File: config.mk
export PLATFORM = sky130hd
export DESIGN_NAME = ysyx_24080006_ifu_prefetch
export DESIGN_NICKNAME = d
export VERILOG_FILES = /design/src/rtl/ysyx_24080006_ifu_prefetch.sv
export SDC_FILE = /design/constraint.sdc
export NUM_CORES = 1
export LEC_CHECK = 0
export ABC_AREA = 1
export BUFFER_PORTS_ARGS = -buffer_cell sky130_fd_sc_hd__buf_2
export CAP_MARGIN = 15
export CELL_PAD_IN_SITES_DETAIL_PLACEMENT = 0
export CELL_PAD_IN_SITES_GLOBAL_PLACEMENT = 1
export CORE_ASPECT_RATIO = 1.25
export CORE_MARGIN = 4
export CORE_UTILIZATION = 39
export CTS_CLUSTER_DIAMETER = 120
export CTS_CLUSTER_SIZE = 10
export DETAILED_ROUTE_END_ITERATION = 16
export GPL_TIMING_DRIVEN = 0
export PLACE_DENSITY_LB_ADDON = 0.12
export SKIP_LAST_GASP = 1
export SYNTH_ARGS = -nofsm -noshare
export SYNTH_HDL_FRONTEND = slang
export SYNTH_SLANG_ARGS = --single-unit
File: constraint.sdc
create_clock -name clock -period 24.3 [get_ports clock]
set_input_delay 4.86 -clock clock [delete_from_list [all_inputs] [get_ports clock]]
set_output_delay 4.86 -clock clock [all_outputs]
set_load 0.005 [all_outputs]
File: src/rtl/ysyx_24080006_ifu_prefetch.sv
// ysyx_24080006_ifu_prefetch
//   Prefetching instruction fetch unit. Streams sequential single-beat AXI
//   reads with up to MAX_OUTSTANDING requests in flight and buffers returned
//   words (with their PC and fault flag) in a FIFO_DEPTH queue for the IDU.
//   A redirect flushes the queue; in-flight beats are drained and discarded
//   before fetching resumes at the redirect target.
//   Optional macro IFU_PERF_EN adds saturating perf_fetch/perf_flush/perf_stall
//   counter outputs.
module ysyx_24080006_ifu_prefetch #(
  parameter logic [31:0] RST_ADDR        = 32'h8000_0000,
  parameter int unsigned FIFO_DEPTH      = 4,
  parameter int unsigned MAX_OUTSTANDING = 2
) (
  input  logic        clock,
  input  logic        reset,
  input  logic        redir_valid,
  input  logic [31:0] redir_pc,
  output logic        arvalid,
  input  logic        arready,
  output logic [31:0] araddr,
  output logic [3:0]  arid,
  output logic [7:0]  arlen,
  output logic [2:0]  arsize,
  output logic [1:0]  arburst,
  input  logic        rvalid,
  output logic        rready,
  input  logic [31:0] rdata,
  input  logic [1:0]  rresp,
  output logic        idu_valid,
  input  logic        idu_ready,
  output logic [31:0] idu_inst,
  output logic [31:0] idu_pc,
  output logic        idu_fault
`ifdef IFU_PERF_EN
  ,
  output logic [31:0] perf_fetch,
  output logic [31:0] perf_flush,
  output logic [31:0] perf_stall
`endif
);

  localparam int unsigned AW = $clog2(FIFO_DEPTH);
  // Two spare bits so outstanding + queue count never overflows.
  localparam int unsigned CW = AW + 2;
  localparam logic [CW-1:0] DEPTH_C = CW'(FIFO_DEPTH);
  localparam logic [CW-1:0] MAXO_C  = CW'(MAX_OUTSTANDING);

  typedef enum logic {
    S_RUN   = 1'b0,
    S_DRAIN = 1'b1
  } state_t;

  state_t        r_state, w_state_n;
  logic          r_arvalid, w_arvalid_n;
  logic [31:0]   r_araddr, w_araddr_n;
  logic [31:0]   r_target, w_target_n;
  logic [31:0]   r_rpc, w_rpc_n;
  logic [CW-1:0] r_out, w_out_n;
  logic [CW-1:0] r_cnt, w_cnt_n;
  logic          r_rready;

  logic [31:0]   r_mem_inst  [FIFO_DEPTH];
  logic [31:0]   r_mem_pc    [FIFO_DEPTH];
  logic          r_mem_fault [FIFO_DEPTH];
  logic [AW-1:0] r_wptr, r_rptr;

  logic w_ar_hs, w_r_hs, w_push, w_pop, w_idu_valid, w_credit, w_idle;

  assign w_ar_hs     = r_arvalid && arready;
  assign w_r_hs      = rvalid && r_rready;
  assign w_idle      = (r_out == '0) && !r_arvalid;
  assign w_idu_valid = (r_cnt != '0) && !redir_valid;
  assign w_pop       = w_idu_valid && idu_ready;
  // A beat with nothing outstanding (e.g. left over from before reset) is dropped.
  assign w_push      = w_r_hs && (r_state == S_RUN) && !redir_valid && (r_out != '0);

  // Post-cycle outstanding count and queue occupancy.
  always_comb begin
    w_out_n = r_out;
    if (w_ar_hs) w_out_n = w_out_n + CW'(1);
    if (w_r_hs && (r_out != '0)) w_out_n = w_out_n - CW'(1);
    if (redir_valid) begin
      w_cnt_n = '0;
    end else begin
      w_cnt_n = r_cnt;
      if (w_push) w_cnt_n = w_cnt_n + CW'(1);
      if (w_pop)  w_cnt_n = w_cnt_n - CW'(1);
    end
  end

  // Credit evaluated on post-cycle counts so a handshake can be followed by
  // a new request on the very next cycle (sustains one fetch per cycle).
  assign w_credit = ((w_out_n + w_cnt_n) < DEPTH_C) && (w_out_n < MAXO_C);

  // Next-state and AR channel control.
  always_comb begin
    w_state_n   = r_state;
    w_arvalid_n = r_arvalid;
    w_araddr_n  = r_araddr;
    w_target_n  = r_target;
    w_rpc_n     = w_push ? (r_rpc + 32'd4) : r_rpc;
    case (r_state)
      S_RUN: begin
        if (w_ar_hs) w_araddr_n = r_araddr + 32'd4;
        if (redir_valid) begin
          w_target_n = redir_pc;
          if (w_idle) begin
            w_araddr_n  = redir_pc;
            w_rpc_n     = redir_pc;
            w_arvalid_n = w_credit;
          end else begin
            w_state_n   = S_DRAIN;
            w_arvalid_n = r_arvalid && !arready;
          end
        end else if (!r_arvalid || w_ar_hs) begin
          w_arvalid_n = w_credit;
        end
      end
      S_DRAIN: begin
        if (w_ar_hs) w_arvalid_n = 1'b0;
        if (redir_valid) w_target_n = redir_pc;
        if (w_idle) begin
          w_state_n  = S_RUN;
          w_araddr_n = redir_valid ? redir_pc : r_target;
          w_rpc_n    = w_araddr_n;
        end
      end
      default: ;
    endcase
  end

  // State, AR channel, PC tracking and counters.
  always_ff @(posedge clock or posedge reset) begin
    if (reset) begin
      r_state   <= S_RUN;
      r_arvalid <= 1'b0;
      r_araddr  <= RST_ADDR;
      r_target  <= RST_ADDR;
      r_rpc     <= RST_ADDR;
      r_out     <= '0;
      r_cnt     <= '0;
      r_rready  <= 1'b0;
    end else begin
      r_state   <= w_state_n;
      r_arvalid <= w_arvalid_n;
      r_araddr  <= w_araddr_n;
      r_target  <= w_target_n;
      r_rpc     <= w_rpc_n;
      r_out     <= w_out_n;
      r_cnt     <= w_cnt_n;
      r_rready  <= 1'b1;
    end
  end

  // Instruction queue storage and pointers.
  always_ff @(posedge clock or posedge reset) begin
    if (reset) begin
      for (int unsigned i = 0; i < FIFO_DEPTH; i++) begin
        r_mem_inst[i]  <= '0;
        r_mem_pc[i]    <= '0;
        r_mem_fault[i] <= 1'b0;
      end
      r_wptr <= '0;
      r_rptr <= '0;
    end else if (redir_valid) begin
      r_wptr <= '0;
      r_rptr <= '0;
    end else begin
      if (w_push) begin
        r_mem_inst[r_wptr]  <= rdata;
        r_mem_pc[r_wptr]    <= r_rpc;
        r_mem_fault[r_wptr] <= |rresp;
        r_wptr              <= r_wptr + AW'(1);
      end
      if (w_pop) r_rptr <= r_rptr + AW'(1);
    end
  end

  assign arvalid   = r_arvalid;
  assign araddr    = r_araddr;
  assign arid      = '0;
  assign arlen     = '0;
  assign arsize    = 3'h2;
  assign arburst   = 2'h1;
  assign rready    = r_rready;
  assign idu_valid = w_idu_valid;
  assign idu_inst  = r_mem_inst[r_rptr];
  assign idu_pc    = r_mem_pc[r_rptr];
  assign idu_fault = r_mem_fault[r_rptr];

`ifdef IFU_PERF_EN
  logic [31:0] r_perf_fetch, r_perf_flush, r_perf_stall;
  logic [31:0] w_flush_inc;

  function automatic logic [31:0] sat_add(input logic [31:0] a, input logic [31:0] b);
    logic [32:0] s;
    s = {1'b0, a} + {1'b0, b};
    return s[32] ? '1 : s[31:0];
  endfunction

  assign w_flush_inc = (redir_valid ? 32'(r_cnt) : 32'd0)
                     + ((w_r_hs && !w_push) ? 32'd1 : 32'd0);

  // Saturating performance counters.
  always_ff @(posedge clock or posedge reset) begin
    if (reset) begin
      r_perf_fetch <= '0;
      r_perf_flush <= '0;
      r_perf_stall <= '0;
    end else begin
      r_perf_fetch <= sat_add(r_perf_fetch, {31'd0, w_push});
      r_perf_flush <= sat_add(r_perf_flush, w_flush_inc);
      r_perf_stall <= sat_add(r_perf_stall, {31'd0, idu_ready && !w_idu_valid});
    end
  end

  assign perf_fetch = r_perf_fetch;
  assign perf_flush = r_perf_flush;
  assign perf_stall = r_perf_stall;
`endif

endmodule

==> impl_metrics.toml <==
[placed_design]
finalWeightedCongestion = 0.890
dp_hpwl_microns = 44800
dpl_cell_area_sq_mm = 0.0197
port_buffers = 171

[cts]
root_buffer = "clkbuf_16"
cts_hold_buf = 0
cts_buffers = 43
post-cts-setup-buffer-count = 0
htree_num_levels = 2
ctsResizeCount = 0
path_clk_slew_ns = 0.05
clk_latency_ns = 0.56
cts_tree = "yes"
cts_sinks = 371
max-clock-path-buffers = 3

[worst_hold_path]
hold_class = "flip-flop to flip-flop"
worstHoldPathCells = 2

[worst_setup_path]
crit_buf_inv = 6
critPathMaxFanout = 10
cpLargestDelayFamily = "buffers and inverters"
ff2ff_path_depth = 15
cp_slowest_stage_delay_ns = 0.60
end_kind = "primary output"
path_class = "input pin to primary output"
cp_slowest_cell = "clkbuf_1"
path_cells = "buf_2 > inv_1 > clkbuf_1 > buf_2 > nand2_1 > inv_1 > buf_2"
worst_setup_path_start_kind = "input pin"
cp_num_cells = 7
crit_top_cell = "buf_2"
required_ns = 19.44
cp_data_arrival_time_ns = 6.71

[power]
p_per_area_mw_per_mm2 = 105
ir_drop_mv = 0.0451
p_sw_frac = 0.390
p_int_uw = 1340
p_switching_uw = 855
p_seq_frac = 0.386
p_comb_frac = 0.351
clkPwrFrac = 0.263
leakage_uw = 0.0102

[global_routing]
grt_pass1_wl_microns = 95900
grt_pass1_vias = 16300
grt_max_degree = 127
gr-usage-all-layers = 0.245
antenna_found_initial = 0
grt_overflow_total = 0

[die]
start_util = 0.397
die_x_microns = 200
dieHeight_microns = 248
dieArea_sq_mm = 0.0497
rows = 87
io_pins = 189
coreArea_sq_mm = 0.0454

[yosys]
ys_ff_latch = 371
synth_fa_ha_area_frac = 0.00903
synth_top_cells_by_count = "546 x nand2_1, 465 x o21ai_0, 368 x dfrtp_1"
yosys.area_share.xor_xnor = 0.0214
synth_top_family_by_area = "simple AND/OR/NAND/NOR gates"
synth_top_area_cell = "dfrtp_1"
yosys.area_share.simple = 0.200
ys_seq_area_frac = 0.516
synthFlopType = "dfrtp_1"
yosys_warnings = 0
synth_cell_types = 47
synth-edff-count = 0
synth_top_area_share = 0.511
synth_cells = 2242
synth_mux_area_frac = 0.00167
avgSynthCellArea_sq_um = 8.03
synth_compound_area_frac = 0.179
synthTopCellsByArea = "dfrtp_1 51%, o21ai_0 13%, nand2_1 11%, nor2_1 4.4%, inv_1 3.6%"
synthArstFlopShare = 1.00
synth_area_sq_mm = 0.0180
yosysMostFrequentCell = "nand2_1"

[final_layout]
stdcell_area_sq_mm = 0.0209
drive_gt1_frac = 0.119
antennaDiodeCount = 0
area_growth_pct = 16.0
fin_nets = 2562

[drt]
drt_iter0_drc = 1205
wl_microns = 61600
viasPerCell = 5.31
final_antenna_net_count = 0
dr_total_vias = 16300
dr.pass1.iters = 5
wl_per_cell_microns = 20.1
route.detailed.drc = 0

[timing]
slew_headroom = 0.381
fin_skew_ns = 0.0175
fmax_mhz = 86.5
setup_viol = 0
rsz0062_at_grt = "no"
finalSetupTns_ns = 0
hold_violations = 0
tightest_slew_ns = 0.921
slew_violations = 0
period_needed_ns = 11.57
min_period_over_period = 0.476

[outcome]
status = "finished, final reports clean"

[job]
maxCapViolCount = 0
==> tightest hold or removal path: cells and delay by family (launching register included) <==
family                 cells  cell delay [ns]
AOI/OAI and AO/OA          1             0.07
buffers and inverters      1             0.04
DFF                        1             0.32
==> registers in the layout, summed over array words and instances (netlist names) <==
signal       flops
r_cnt            4
r_mem_pc       128
r_rptr           2
r_rpc           32
r_wptr           2
r_mem_inst     128
arvalid          1
r_out            4
araddr          32
r_target        32
rready           1
r_state          1
r_mem_fault      4
==> layout make-up <==
cell class                      instances  area [sq um]
Tap cell                              578           723
Clock inverter                          3          33.8
Multi-Input combinational cell       1566          7470
Clock buffer                           51          1130
Sequential cell                       371          9290
Fill cell                            4739         24500
Inverter                              178           676
Buffer                                143           647
Timing Repair Buffer                  174           938
==> cells by family (layout without fill, tap and decap cells) <==
kind of cell               after synthesis  count (layout)
and+or+nand+nor                        883             883
AOI/OAI and AO/OA                      605             605
xor gates and xnor gates                44              44
DFF                                    371             371
adders and majority gates               13              13
buffers and inverters                  321             549
other                                    2              18
muxes                                    3               3
==> power by group through the flow <==
stage	clock, uW	combinational, uW	sequential [uW]
2_1_floorplan	0	458	830
3_3_place_gp	0	768	853
3_5_place_dp	0	775	854
4_1_cts	591	778	844
5_1_grt	616	866	863
6_report	576	768	846
==> final timing paths <==
| path | slack (ns) | startpoint | end |
|---|---|---|---|
| setup reg to reg | 21.47 | r_out[0]$_DFF_PP0_ | arvalid$_DFFE_PP0P_ |
| hold / removal | 0.46 | r_target[24]$_DFF_PP0_ | r_target[24]$_DFF_PP0_ |
| hold reg to reg | 0.46 | r_target[24]$_DFF_PP0_ | r_target[24]$_DFF_PP0_ |
| min in group asynchronous | 4.34 | reset | rready$_DFF_PP0_ |
| setup / recovery | 12.73 | redir_valid | idu_valid |
| max in group asynchronous | 18.91 | reset | r_mem_inst[82]$_DFFE_PP0P_ |
==> through the flow <==
stage               setup WS [ns]  utilization  total power, uW  instances  hold WS [ns]
CTS                         12.73        0.460             2210       3064         0.467
detailed placement          12.73        0.435             1630       3010         0.454
finish                      12.73        0.460             2190       3064         0.460
global placement             4.40        0.433             1620       3007         0.450
global route                12.68        0.460             2350       3064         0.492
floorplan                    9.14            -             1290       2258         0.434
==> cell usage in the layout (no fill, tap or decap), types with 3 or more instances in the layout <==
cell type  instances
buf_2            202
clkbuf_16         44
o21ai_1            3
o21ai_0          465
nor2_1           211
nand2_1          546
a21oi_1           32
dfrtp_1          368
nand4_1           19
o21bai_1           4
nand3_1           53
nor2_4             4
o22ai_1           68
a22oi_1            8
buf_16             3
o22a_1             3
buf_4             17
inv_1            173
inv_2              3
or2_2              3
dfstp_2            3
clkbuf_1          98
xor2_1            42
ha_1              13
o211ai_1          10
nor3_1            28
nor3_2             5
buf_1              3
conb_1            18
o221ai_1           5
mux2i_1            3
==> routing by layer <==
layer  vias to the layer above  part of all wire  wire, microns  global-route usage
met2                       432              0.52          32100               0.453
met5                         -                 0              0                   0
met1                      7935              0.41          25000               0.298
li1                       7800                 -              -                   -
met4                         0             0.029           1780              0.0731
met3                       100             0.045           2780              0.0346
Note: power is estimated with default switching activity, not from simulation.
